File: src/rtl/multicycle_control_fsm.sv
// Main sequencing controller for the multi-cycle MIPS datapath.
// Moore decode per state, with mem_ready gating in FETCH/MEM_READ/MEM_WRITE and a retired-instruction counter.
module multicycle_control_fsm #(
  parameter int COUNT_W       = 32,
  parameter int FETCH_TIMEOUT = 0
) (
  input  logic               clk,
  input  logic               reset,
  input  logic [5:0]         opcode,
  input  logic               zero,
  input  logic               mem_ready,
  output logic               pc_write,
  output logic               pc_write_cond,
  output logic               i_or_d,
  output logic               mem_read,
  output logic               mem_write,
  output logic               ir_write,
  output logic               mem_to_reg,
  output logic               reg_dst,
  output logic               reg_write,
  output logic               alu_src_a,
  output logic [1:0]         alu_src_b,
  output logic               zero_ext,
  output logic [1:0]         pc_source,
  output logic [2:0]         alu_op,
  output logic [3:0]         state,
  output logic               illegal_op,
  output logic               instr_retired,
  output logic [COUNT_W-1:0] retired_count
);

  typedef enum logic [3:0] {
    S_FETCH     = 4'd0,
    S_DECODE    = 4'd1,
    S_MEM_ADDR  = 4'd2,
    S_MEM_READ  = 4'd3,
    S_MEM_WB    = 4'd4,
    S_MEM_WRITE = 4'd5,
    S_R_EXEC    = 4'd6,
    S_R_WB      = 4'd7,
    S_BRANCH    = 4'd8,
    S_JUMP      = 4'd9,
    S_I_EXEC    = 4'd10,
    S_I_WB      = 4'd11
  } state_e;

  localparam logic [5:0] OP_RTYPE = 6'b000000;
  localparam logic [5:0] OP_LW    = 6'b100011;
  localparam logic [5:0] OP_SW    = 6'b101011;
  localparam logic [5:0] OP_BEQ   = 6'b000100;
  localparam logic [5:0] OP_J     = 6'b000010;
  localparam logic [5:0] OP_ADDI  = 6'b001000;
  localparam logic [5:0] OP_ANDI  = 6'b001100;
  localparam logic [5:0] OP_ORI   = 6'b001101;
  localparam logic [5:0] OP_SLTI  = 6'b001010;

  if (FETCH_TIMEOUT != 0) begin : g_bad_timeout
    $error("FETCH_TIMEOUT is reserved and must be 0");
  end

  // Branch condition is resolved in the datapath (pc_write_cond AND zero).
  logic unused_zero;
  assign unused_zero = zero;

  state_e             state_q, state_d;
  logic [COUNT_W-1:0] count_q, count_d;

  always_ff @(posedge clk) begin
    if (reset) begin
      state_q <= S_FETCH;
      count_q <= '0;
    end else begin
      state_q <= state_d;
      count_q <= count_d;
    end
  end

  always_comb begin
    state_d       = state_q;
    pc_write      = 1'b0;
    pc_write_cond = 1'b0;
    i_or_d        = 1'b0;
    mem_read      = 1'b0;
    mem_write     = 1'b0;
    ir_write      = 1'b0;
    mem_to_reg    = 1'b0;
    reg_dst       = 1'b0;
    reg_write     = 1'b0;
    alu_src_a     = 1'b0;
    alu_src_b     = 2'b00;
    zero_ext      = 1'b0;
    pc_source     = 2'b00;
    alu_op        = 3'b000;
    illegal_op    = 1'b0;
    instr_retired = 1'b0;

    case (state_q)
      S_FETCH: begin
        mem_read  = 1'b1;
        alu_src_b = 2'b01;
        ir_write  = mem_ready;
        pc_write  = mem_ready;
        if (mem_ready) state_d = S_DECODE;
      end
      S_DECODE: begin
        alu_src_b = 2'b11;
        case (opcode)
          OP_LW, OP_SW:                      state_d = S_MEM_ADDR;
          OP_RTYPE:                          state_d = S_R_EXEC;
          OP_BEQ:                            state_d = S_BRANCH;
          OP_J:                              state_d = S_JUMP;
          OP_ADDI, OP_ANDI, OP_ORI, OP_SLTI: state_d = S_I_EXEC;
          default: begin
            illegal_op = 1'b1;
            state_d    = S_FETCH;
          end
        endcase
      end
      S_MEM_ADDR: begin
        alu_src_a = 1'b1;
        alu_src_b = 2'b10;
        state_d   = (opcode == OP_LW) ? S_MEM_READ : S_MEM_WRITE;
      end
      S_MEM_READ: begin
        mem_read = 1'b1;
        i_or_d   = 1'b1;
        if (mem_ready) state_d = S_MEM_WB;
      end
      S_MEM_WB: begin
        reg_write     = 1'b1;
        mem_to_reg    = 1'b1;
        instr_retired = 1'b1;
        state_d       = S_FETCH;
      end
      S_MEM_WRITE: begin
        i_or_d    = 1'b1;
        mem_write = 1'b1;
        if (mem_ready) begin
          instr_retired = 1'b1;
          state_d       = S_FETCH;
        end
      end
      S_R_EXEC: begin
        alu_src_a = 1'b1;
        alu_op    = 3'b010;
        state_d   = S_R_WB;
      end
      S_R_WB: begin
        reg_write     = 1'b1;
        reg_dst       = 1'b1;
        instr_retired = 1'b1;
        state_d       = S_FETCH;
      end
      S_BRANCH: begin
        alu_src_a     = 1'b1;
        alu_op        = 3'b001;
        pc_write_cond = 1'b1;
        pc_source     = 2'b01;
        instr_retired = 1'b1;
        state_d       = S_FETCH;
      end
      S_JUMP: begin
        pc_write      = 1'b1;
        pc_source     = 2'b10;
        instr_retired = 1'b1;
        state_d       = S_FETCH;
      end
      S_I_EXEC: begin
        alu_src_a = 1'b1;
        alu_src_b = 2'b10;
        case (opcode)
          OP_ANDI: begin
            alu_op   = 3'b101;
            zero_ext = 1'b1;
          end
          OP_ORI: begin
            alu_op   = 3'b011;
            zero_ext = 1'b1;
          end
          OP_SLTI: alu_op = 3'b100;
          default: alu_op = 3'b000;
        endcase
        state_d = S_I_WB;
      end
      S_I_WB: begin
        reg_write     = 1'b1;
        instr_retired = 1'b1;
        state_d       = S_FETCH;
      end
      default: state_d = S_FETCH;
    endcase

    // Reset kills all side effects and presents the FETCH select pattern.
    if (reset) begin
      state_d       = S_FETCH;
      pc_write      = 1'b0;
      pc_write_cond = 1'b0;
      i_or_d        = 1'b0;
      mem_read      = 1'b0;
      mem_write     = 1'b0;
      ir_write      = 1'b0;
      mem_to_reg    = 1'b0;
      reg_dst       = 1'b0;
      reg_write     = 1'b0;
      alu_src_a     = 1'b0;
      alu_src_b     = 2'b01;
      zero_ext      = 1'b0;
      pc_source     = 2'b00;
      alu_op        = 3'b000;
      illegal_op    = 1'b0;
      instr_retired = 1'b0;
    end

    count_d = count_q + {{(COUNT_W-1){1'b0}}, instr_retired};
  end

  assign state         = state_q;
  assign retired_count = count_q;

endmodule

File: config.mk
export PLATFORM = sky130hd
export DESIGN_NAME = multicycle_control_fsm
export DESIGN_NICKNAME = d
export VERILOG_FILES = /design/src/rtl/multicycle_control_fsm.sv
export SDC_FILE = /design/constraint.sdc
export NUM_CORES = 1
export LEC_CHECK = 0
export ABC_AREA = 1
export CAP_MARGIN = 20
export CORE_AREA = 2 2 76 78
export DETAILED_ROUTE_END_ITERATION = 12
export DIE_AREA = 0 0 78 80
export PLACE_DENSITY = 0.74
export SYNTH_ARGS = -nofsm -noshare
export SYNTH_HDL_FRONTEND = slang
export SYNTH_SLANG_ARGS = --single-unit
File: constraint.sdc
create_clock -name clk -period 2.4 [get_ports clk]
set_input_delay 0.36 -clock clk [delete_from_list [all_inputs] [get_ports clk]]
set_output_delay 0.36 -clock clk [all_outputs]
set_load 0.005 [all_outputs]
==> impl_metrics.json <==
{
  "cts_tree": "built",
  "ys_warn_count": 0,
  "intPower_uw": 891,
  "syn_area_per_cell_sq_um": 6.16,
  "hold_buffers": 0,
  "synth.area.top_cells": "dfxtp_1 31%, nand2_1 17%, nor2_1 13%, inv_1 6.4%, a21oi_1 5.5%",
  "cts_buffers": 5,
  "synth.most_common_cell": "nand2_1",
  "gp_congestion": 0.938,
  "start_util": 0.434,
  "dieHeight_um": 80,
  "grt_pass1_vias": 2597,
  "finish.instance_area_sq_mm": 0.00345,
  "fin_crit_ns": 2.27,
  "seqPwrFrac": 0.521,
  "synthToLayoutAreaGrowth_pct": 47.0,
  "clock_skew_ns": 0.00914,
  "fillers": 508,
  "start_kind": "flip-flop",
  "tightestPinTransition_ns": 0.372,
  "cp_num_buf_inv": 3,
  "routedWlPerCell_um": 12.5,
  "drive_gt1_frac": 0.167,
  "clockBufferDepth": 2,
  "drv_slew": 0,
  "synth_cell_type_count": 35,
  "crit_required_ns": 2.04,
  "ys_async_sr_fraction": 0,
  "switching_share": 0.234,
  "multi_input_comb_area_sq_mm": 0.00152,
  "diodes": 0,
  "p_leak_uw": 0.00130,
  "final_nets": 485,
  "worstPathArrival_ns": 1.91,
  "timing.critical_path.cells": "inv_2 > nand2_2 > nor2_1 > inv_1 > a31oi_1 > clkdlybuf4s50_1",
  "synth_top_cell_by_area": "dfxtp_1",
  "clkPwrFrac": 0.377,
  "insertion_delay_ns": 0.29,
  "maxCapViolCount": 0,
  "switching_power_uw": 271,
  "synth_enable_flop_cells": 0,
  "crit_type": "reg -> out",
  "clk_pin_slew_ns": 0.07,
  "grt_pass1_wl_um": 11000,
  "fin_crit_sh": 0.946,
  "p_per_area_mw_per_mm2": 337,
  "ant_nets": 0,
  "hold_ws_ns": 0.483,
  "drt_wl_total_um": 6850,
  "drcViolationCount": 0,
  "die_area_sq_mm": 0.00624,
  "cts_root_buf": "clkbuf_8",
  "finalPower_uw": 1160,
  "die_x_um": 78,
  "netlist_area_sq_mm": 0.00235,
  "pwr-share-comb": 0.102,
  "ioPinCount": 66,
  "max_freq_mhz": 441,
  "placed_area_sq_mm": 0.00323,
  "h-tree-depth": 2,
  "fin_util": 0.638,
  "syn_nets": 393,
  "antenna_found_initial": 0,
  "overflow": 0,
  "rsz0062_at_grt": "true",
  "grt_max_degree": 26,
  "ys.flop_type": "dfxtp_1",
  "cp-end-kind": "output pin",
  "finalSetupViolations": 0,
  "outcome": "complete, no violations",
  "track_usage": 0.222,
  "ys_ff_latch": 36,
  "cp_max_fo": 4,
  "slowest_delay_ns": 0.53,
  "num_rows": 27,
  "post-dp-hpwl_um": 5350,
  "slew-limit-headroom": 0.751,
  "via_per_inst": 5.00,
  "worstHoldPathType": "reg -> reg",
  "hold_viol_final": 0,
  "ir_drop_v": 0.000228,
  "synth.top_cell.area_share": 0.307,
  "via_count": 2731,
  "crit_family": "buffers and inverters",
  "regArea_sq_um": 728,
  "drt_first_pass_iters": 6,
  "slowest_stage": "clkdlybuf4s50_1",
  "synth_commonest_cells": "104 x nand2_1, 82 x nor2_1, 40 x inv_1",
  "portBuffers": 64,
  "core_area_sq_mm": 0.00541,
  "dp_cells": 535,
  "cts.sinks": 36,
  "final-instance-count-excl-fill": 546,
  "yosysSeqAreaShare": 0.307,
  "synthCells": 381,
  "drt_iter0_markers": 111
}
flip-flops by register name (all words and copies together) (netlist names):
register and flops:
state 4, retired_count 32
area by class of cell:
type                            count  area share
Timing Repair Buffer               92       0.247
Inverter                           46      0.0504
Sequential cell                    36       0.211
Clock buffer                        8      0.0261
Tap cell                           72      0.0261
Multi-Input combinational cell    292       0.439
kinds of logic after synthesis:
logic type	share of synthesized area
AO/OA/AOI/OAI	0.0896
XOR/XNOR	0.0299
adder cells (fa/ha/maj)	0.0107
buffers and inverters	0.0875
flip-flops	0.307
AND/OR/NAND/NOR	0.475
power groups by stage:
stage / sequential [uW] / clock (uW) / combinational [uW]
6_report: 605 / 438 / 119
5_1_grt: 606 / 476 / 130
4_1_cts: 603 / 450 / 113
3_5_place_dp: 616 / 0 / 112
3_3_place_gp: 616 / 0 / 111
2_1_floorplan: 616 / 0 / 50.1
layout by cell type (no fill, tap or decap), types with 5 or more instances in the layout:
| master | count |
|---|---|
| nand2_1 | 99 |
| nor2_1 | 76 |
| clkdlybuf4s50_1 | 61 |
| inv_1 | 37 |
| dfxtp_1 | 32 |
| buf_4 | 28 |
| a21oi_1 | 26 |
| nand3_1 | 17 |
| nand3b_1 | 9 |
| nor2_4 | 8 |
| inv_2 | 7 |
| nand2_2 | 6 |
| nor2_2 | 6 |
| o21ai_0 | 6 |
| clkbuf_8 | 6 |
| nor3_1 | 5 |
per-stage QoR:
step	worst slack [ns]	TNS, ns
6_report	0.130	0
5_1_grt	-0.0335	-0.0399
4_1_cts	0.0365	0
3_5_place_dp	-0.145	-1.66
3_3_place_gp	-0.116	-0.992
2_1_floorplan	0.121	0
worst paths after layout:
kind	from	end	slack, ns	cells after the start
max	state[1]	alu_src_b[1]	0.13	6
min	retired_count[31]	retired_count[31]	0.48	2
max reg2reg	state[0]	retired_count[20]	0.14	16
min reg2reg	retired_count[31]	retired_count[31]	0.48	2
routing by layer:
layer / share of wire / GRT usage / vias to the layer above
met5: 0 / 0 / -
met4: 0.036 / 0.105 / 0
li1: - / - / 1387
met2: 0.50 / 0.412 / 94
met1: 0.40 / 0.238 / 1229
met3: 0.058 / 0.0509 / 21
timing repair:
action	CTS	global route
gates cloned	0	0
gates resized for setup	5	29
buffers inserted	0	3
pin swaps	0	10
endpoints found under the setup margin	10	27
endpoints found under the hold margin	0	0
worst register-to-register path, cell delays in order (launching register included):
cell      delay (ns)
dfxtp_4         0.38
nor2_4          0.09
inv_2           0.06
o21ai_1         0.12
nand2_1         0.11
a41oi_4         0.22
ha_2            0.24
ha_4            0.14
nand2_2         0.07
nor2_4          0.21
nand2_4         0.10
clkinv_2        0.08
nand3_4         0.08
nor2_4          0.12
nand2_1         0.05
nand2_1         0.05
nor2_1          0.03
Note: power is estimated with default switching activity, not from simulation.
